`src/rtl/mem_dump_tx_pkg.sv`:
```
// mem_dump_tx_pkg: shared definitions for the memory dump transmitter.
// Holds the dump FSM state encoding, bank-select constants and the dump
// word width. Build option: MEM_DUMP_CHECKSUM_EN adds the CSUM state.
package mem_dump_tx_pkg;

    localparam int unsigned DUMP_WORD_W = 32;

    localparam logic BANK_DATA = 1'b0;
    localparam logic BANK_INST = 1'b1;

    typedef enum logic [2:0] {
        IDLE = 3'd0,
        RD   = 3'd1,
        CAP  = 3'd2,
        OUT  = 3'd3,
`ifdef MEM_DUMP_CHECKSUM_EN
        CSUM = 3'd5,
`endif
        DONE = 3'd4
    } dump_state_e;

endpackage

```
`src/rtl/mem_dump_tx.sv`:
```
// mem_dump_tx: streams the data bank then the instruction bank out over a
// valid/ready serial port, highest address first in each bank.
// Build option: define MEM_DUMP_CHECKSUM_EN to append a 32-bit XOR of all
// dumped words as one extra word before completion.
// Ports:
//   clk, rst (sync, active-low)
//   Jen        - serial-load enable; aborts any dump and holds idle
//   dump_req   - one-cycle start pulse
//   mem_rd_en, mem_sel, mem_addr, mem_rdata - bank read port (1-cycle latency)
//   Jout, Jout_valid, Jready                - serial output handshake
//   dump_busy, dump_done                    - status
module mem_dump_tx
    import mem_dump_tx_pkg::*;
#(
    parameter int unsigned DEPTH = 512,
    parameter int unsigned AW    = 9
) (
    input  logic                   clk,
    input  logic                   rst,
    input  logic                   Jen,
    input  logic                   dump_req,
    output logic                   mem_rd_en,
    output logic                   mem_sel,
    output logic [AW-1:0]          mem_addr,
    input  logic [DUMP_WORD_W-1:0] mem_rdata,
    output logic [DUMP_WORD_W-1:0] Jout,
    output logic                   Jout_valid,
    input  logic                   Jready,
    output logic                   dump_busy,
    output logic                   dump_done
);

    localparam logic [AW-1:0] ADDR_TOP = AW'(DEPTH - 1);

    // Address counting relies on the bank filling the full address space.
    if (DEPTH != (1 << AW)) begin : g_depth_chk
        $error("mem_dump_tx: DEPTH must equal 2**AW");
    end

    dump_state_e state;

`ifdef MEM_DUMP_CHECKSUM_EN
    logic [DUMP_WORD_W-1:0] csum;
`endif

    // Dump sequencer; every output is registered and set on state entry.
    always_ff @(posedge clk) begin
        if (!rst) begin
            state      <= IDLE;
            Jout       <= '0;
            Jout_valid <= 1'b0;
            mem_rd_en  <= 1'b0;
            mem_sel    <= BANK_DATA;
            mem_addr   <= '0;
            dump_busy  <= 1'b0;
            dump_done  <= 1'b0;
`ifdef MEM_DUMP_CHECKSUM_EN
            csum       <= '0;
`endif
        end else if (Jen) begin
            // Serial load owns the memories: drop the dump without completing.
            state      <= IDLE;
            Jout_valid <= 1'b0;
            mem_rd_en  <= 1'b0;
            dump_busy  <= 1'b0;
            dump_done  <= 1'b0;
        end else begin
            mem_rd_en <= 1'b0;
            dump_done <= 1'b0;
            case (state)
                IDLE: begin
                    if (dump_req) begin
                        mem_sel   <= BANK_DATA;
                        mem_addr  <= ADDR_TOP;
                        mem_rd_en <= 1'b1;
                        dump_busy <= 1'b1;
                        state     <= RD;
`ifdef MEM_DUMP_CHECKSUM_EN
                        csum      <= '0;
`endif
                    end
                end
                RD: begin
                    state <= CAP;
                end
                CAP: begin
                    Jout       <= mem_rdata;
                    Jout_valid <= 1'b1;
                    state      <= OUT;
                end
                OUT: begin
                    if (Jready) begin
                        Jout_valid <= 1'b0;
`ifdef MEM_DUMP_CHECKSUM_EN
                        csum       <= csum ^ Jout;
`endif
                        if (mem_addr == '0) begin
                            if (mem_sel == BANK_INST) begin
`ifdef MEM_DUMP_CHECKSUM_EN
                                // Fold in the word being accepted now.
                                Jout       <= csum ^ Jout;
                                Jout_valid <= 1'b1;
                                state      <= CSUM;
`else
                                dump_done  <= 1'b1;
                                state      <= DONE;
`endif
                            end else begin
                                mem_sel   <= BANK_INST;
                                mem_addr  <= ADDR_TOP;
                                mem_rd_en <= 1'b1;
                                state     <= RD;
                            end
                        end else begin
                            mem_addr  <= mem_addr - AW'(1);
                            mem_rd_en <= 1'b1;
                            state     <= RD;
                        end
                    end
                end
`ifdef MEM_DUMP_CHECKSUM_EN
                CSUM: begin
                    if (Jready) begin
                        Jout_valid <= 1'b0;
                        dump_done  <= 1'b1;
                        state      <= DONE;
                    end
                end
`endif
                DONE: begin
                    dump_busy <= 1'b0;
                    state     <= IDLE;
                end
                default: begin
                    state <= IDLE;
                end
            endcase
        end
    end

endmodule

```
`config.mk`:
```
export PLATFORM = sky130hd
export DESIGN_NAME = mem_dump_tx
export DESIGN_NICKNAME = d
export VERILOG_FILES = /design/src/rtl/mem_dump_tx_pkg.sv /design/src/rtl/mem_dump_tx.sv
export SDC_FILE = /design/constraint.sdc
export NUM_CORES = 1
export LEC_CHECK = 0
export BUFFER_PORTS_ARGS = -buffer_cell sky130_fd_sc_hd__buf_2
export CORE_ASPECT_RATIO = 1.5
export CORE_MARGIN = 2
export CORE_UTILIZATION = 50
export DETAILED_ROUTE_END_ITERATION = 6
export GPL_TIMING_DRIVEN = 0
export MAX_ROUTING_LAYER = met4
export PLACE_DENSITY_LB_ADDON = 0.15
export RECOVER_POWER = 50
export SYNTH_ARGS = -nofsm -noshare
export SYNTH_HDL_FRONTEND = slang
export SYNTH_SLANG_ARGS = --single-unit
```
`constraint.sdc`:
```
create_clock -name clk -period 4.7 [get_ports clk]
set_input_delay 0.235 -clock clk [delete_from_list [all_inputs] [get_ports clk]]
set_output_delay 0.235 -clock clk [all_outputs]
set_load 0.05 [all_outputs]
```
# Yosys cells after proc, flatten, opt, wreduce, memory -nomap -nowiden
# Index checks and enable logic that the tools add are counted.
[word_totals]
out_inout_bits = 46
inputBits = 37
elab_cells = 59
register_bits = 49
[op_classes]
n_mux = 24
n_addsub = 1
bitwise_logic = 5
eq_ne = 8
reduce_logical = 13
[op_table]
columns = ["op", "count"]
rows = [
  ["9-bit two-way mux", 4],
  ["9-bit case mux with 2 select lines", 1],
  ["3-bit two-way mux", 4],
  ["3-bit case mux with 4 select lines", 1],
  ["1-bit two-way mux", 10],
  ["5-bit AND reduction", 2],
  ["9-bit zero test", 1],
  ["9-bit by 1-bit subtractor with 9-bit output (second input constant)", 1],
  ["1-bit case mux with 2 select lines", 4],
  ["2-bit AND reduction", 4],
  ["3-bit by 2-bit equality test with 1-bit output (second input constant)", 2],
  ["2-bit inequality test (second input constant)", 3],
  ["2-bit nonzero test", 3],
  ["1-bit inverter", 5],
  ["5-bit OR reduction", 1],
  ["3-bit by 1-bit equality test with 1-bit output (second input constant)", 1],
  ["3-bit equality test (second input constant)", 1],
  ["3-bit zero test", 1],
  ["3-bit inequality test (second input constant)", 1],
  ["2-bit OR reduction", 1],
]

# Logic depth before layout (Yosys ltp)
[logic_depth]
ltp_word = 4
mapped_depth = 7
ltp_nobuf = 6

# Worst setup path before layout
# Ideal clock, no wire load.
[synth_path]
path_kind = "register to register"
from = "register mem_addr[0]"
to = "register mem_addr[6]"
path_slack_ns = 2.655
stages_incl_launch_ff = 7
setup_time_ns = 0.088
arrival_ns = 1.957
period_less_slack_ns = 2.045
t_required_ns = 4.612
cell_sequence = "dfxtp_1 inv_1 ha_1 or3b_2 o311ai_4 nor3_1 nor4_2"
[synth_via]
elab_chain_cells = 4
elab_cells_between_ends = 7
cone_classes = "add/sub (1); eq/ne (1); mux (3); reduce/logical (2)"
[synth_rtl]
columns = ["element", "line_no", "rtl"]
rows = [
  ["start: declaration", "mem_dump_tx.sv:24", "output logic [AW-1:0] mem_addr,"],
  ["start signal: assignment", "mem_dump_tx.sv:115", "mem_addr <= mem_addr - AW'(1);"],
  ["9-bit by 1-bit subtractor with 9-bit output / 9-bit zero test (equally long branches)", "mem_dump_tx.sv:115, mem_dump_tx.sv:97", ""],
  ["9-bit two-way mux", "mem_dump_tx.sv:97", "if (mem_addr == '0) begin"],
  ["9-bit two-way mux", "mem_dump_tx.sv:92", "if (Jready) begin"],
  ["9-bit case mux with 2 select lines", "mem_dump_tx.sv:70", "case (state)"],
]
# Parallel ways exist; a longest one is shown, timed or not. The select of a mux whose other input is x is not followed.
# A chain may end at the register's enable or synchronous reset.

# Worst setup path in the final report
# Ends and elaborated chain as after synthesis.

==> results_dict.tcl <==
set metrics [dict create \
    place_congestion 0.849 \
    fin_area_mm2 0.00252 \
    dr.first_iter.drc_count 72 \
    grt_pass1_wl_mm 7.68 \
    power_density_mw_per_mm2 339 \
    n_fill_cell 386 \
    pin_count 83 \
    dr.pass1.iters 4 \
    end_kind "flop" \
    tns_ns 0 \
    clock_sinks 49 \
    fin_crit_sh_pct 42.3 \
    cts_resized 0 \
    start_kind "flop" \
    avgRoutedWirePerCell_um 12.5 \
    pre_cts_ws_ns 2.73 \
    rsz0062_at_grt "false" \
    final_cell_mix "nand2_1, clkbuf_1, dfxtp_1" \
    post_cts_buffers 0 \
    fin_cells 382 \
    yosysWarnings 0 \
    tightest_slew_ns 0.619 \
    grt_pass1_vias 1829 \
    finClkSkew_ns 0.00704 \
    vias 1995 \
    postSynthCellCount 247 \
    setup_ws_ns 2.71 \
    start_util_pct 51.4 \
    vias_per_cell 5.22 \
    syn_to_final_growth_pct 26.2 \
    cts_buffer_depth 2 \
    hold_class "primary input to flop" \
    grt_max_degree 17 \
    synth_flop_cell "dfxtp_1" \
    clockRootBuffer "clkbuf_8" \
    die_h_um 81.5 \
    final_common_cell "nand2_1" \
    fmax_ghz 0.503 \
    syn-mean-instance-area_um2 8.09 \
    synth_edf_count 0 \
    required_ns 4.91 \
    dieArea_mm2 0.00453 \
    nNetsFinal 374 \
    worstPathArrival_ns 2.20 \
    antenna_found_initial 0 \
    rows 28 \
    hold_violations 0 \
    placed_area_mm2 0.00247 \
    worst_skew_pair.late_latency_ns 0.30 \
    drc 0 \
    drv_cap 0 \
    synthArstFlopShare_pct 0 \
    drive_above_1_share_pct 16.0 \
    final-setup-viol-count 0 \
    slew_headroom_pct 58.9 \
    ys_seq_elements 49 \
    cts_tree "done" \
    crit_fanout 7 \
    place_inst 374 \
    n_antenna_cell 0 \
    ys_seq_area_share_pct 49.1 \
    drtAntennaViolNets 0 \
    clk_pin_slew_ns 0.09 \
    track_usage_pct 21.6 \
    ir_worst_vdd_mv 0.318 \
    coreArea_mm2 0.00389 \
    power_leakage_nw 0.923 \
    synth_cell_type_count 36 \
    port_buffers 82 \
    slew_violations 0 \
    gr-total-overflow 0 \
    final_util_pct 64.9 \
    die_w_um 55.6 \
    hpwlAfterDp_mm 3.58 \
    critical_path_class "flop to flop" \
    cts_buffers 5 \
    ctsHtreeMaxLevel 2 \
    period_needed_ns 1.99 \
    syn_nets 285 \
    outcome "finished, final reports clean" \
    drt_wl_total_mm 4.78 \
    hold_buffers 0 \
    netlist_area_mm2 0.00200 \
]
## area by class of cell
class	instances	area, µm²	area share (%)
Buffer	15	58.8	2.33
Clock buffer	5	68.8	2.73
Clock inverter	3	43.8	1.74
Inverter	8	30.0	1.19
Multi-Input combinational cell	175	930	36.8
Sequential cell	49	981	38.9
Tap cell	45	56.3	2.23
Timing Repair Buffer	82	355	14.1
## registers in the layout, summed over array words and instances (netlist names)
name	flops
dump_busy	1
mem_addr	9
mem_sel	1
Jout	32
Jout_valid	1
mem_rd_en	1
dump_done	1
state	3
## critical path, cell delays in order, from the launching register on
cell and delay, ns:
dfxtp_1 0.33, inv_1 0.09, ha_1 0.22, or3b_2 0.54
o311ai_4 0.39, nor3_1 0.12, nor4_2 0.21
## final timing paths
check | startpoint | end | slack (ns) | cells after the start
worst min-delay path | mem_rdata[9] | Jout[9] | 0.16 | 3
worst max register to register | mem_addr[0] | mem_addr[6] | 2.71 | 6
worst min register to register | Jout[26] | Jout[26] | 0.46 | 2
worst max-delay path | mem_addr[0] | mem_addr[6] | 2.71 | 6
## cells by family after synthesis
kind of cell	share of synthesized area [%]
and+or+nand+nor	26.2
AOI/OAI and AO/OA	19.7
DFF	49.1
buffers and inverters	4.44
adders and majority gates	0.626
## per-layer routing
metal	routed length (µm)	vias up	track usage [%]
met1	1970	900	23.0
met5	0	-	-
met2	2490	61	38.9
met3	223	9	3.46
li1	-	1025	-
met4	89	0	11.0
## power breakdown
part           leakage [nW]  switching (W)  internal, W
combinational         0.467      0.0000825    0.0000373
clock                0.0585       0.000141     0.000159
sequential            0.397      0.0000113     0.000425
## synth_stat cells, drive strengths merged, types with 4 or more instances
cell,number,area [µm²]
nor2,9,33.8
or3,6,38.8
inv,8,30.0
a21oi,42,210
nor3,7,40.0
a211oi,4,30.0
nor4,4,31.3
dfxtp,49,981
o21ai,4,20.0
clkbuf,13,48.8
nand2,68,255
## through the flow
| stage | hold slack [ns] | total power [W] |
|---|---|---|
| 2_1_floorplan | 0.364 | 0.000529 |
| 3_3_place_gp | 0.438 | 0.000566 |
| 3_5_place_dp | 0.445 | 0.000568 |
| 4_1_cts | 0.149 | 0.000867 |
| 5_1_grt | 0.150 | 0.000891 |
| 6_report | 0.158 | 0.000857 |
(Power assumes the default switching activity.)
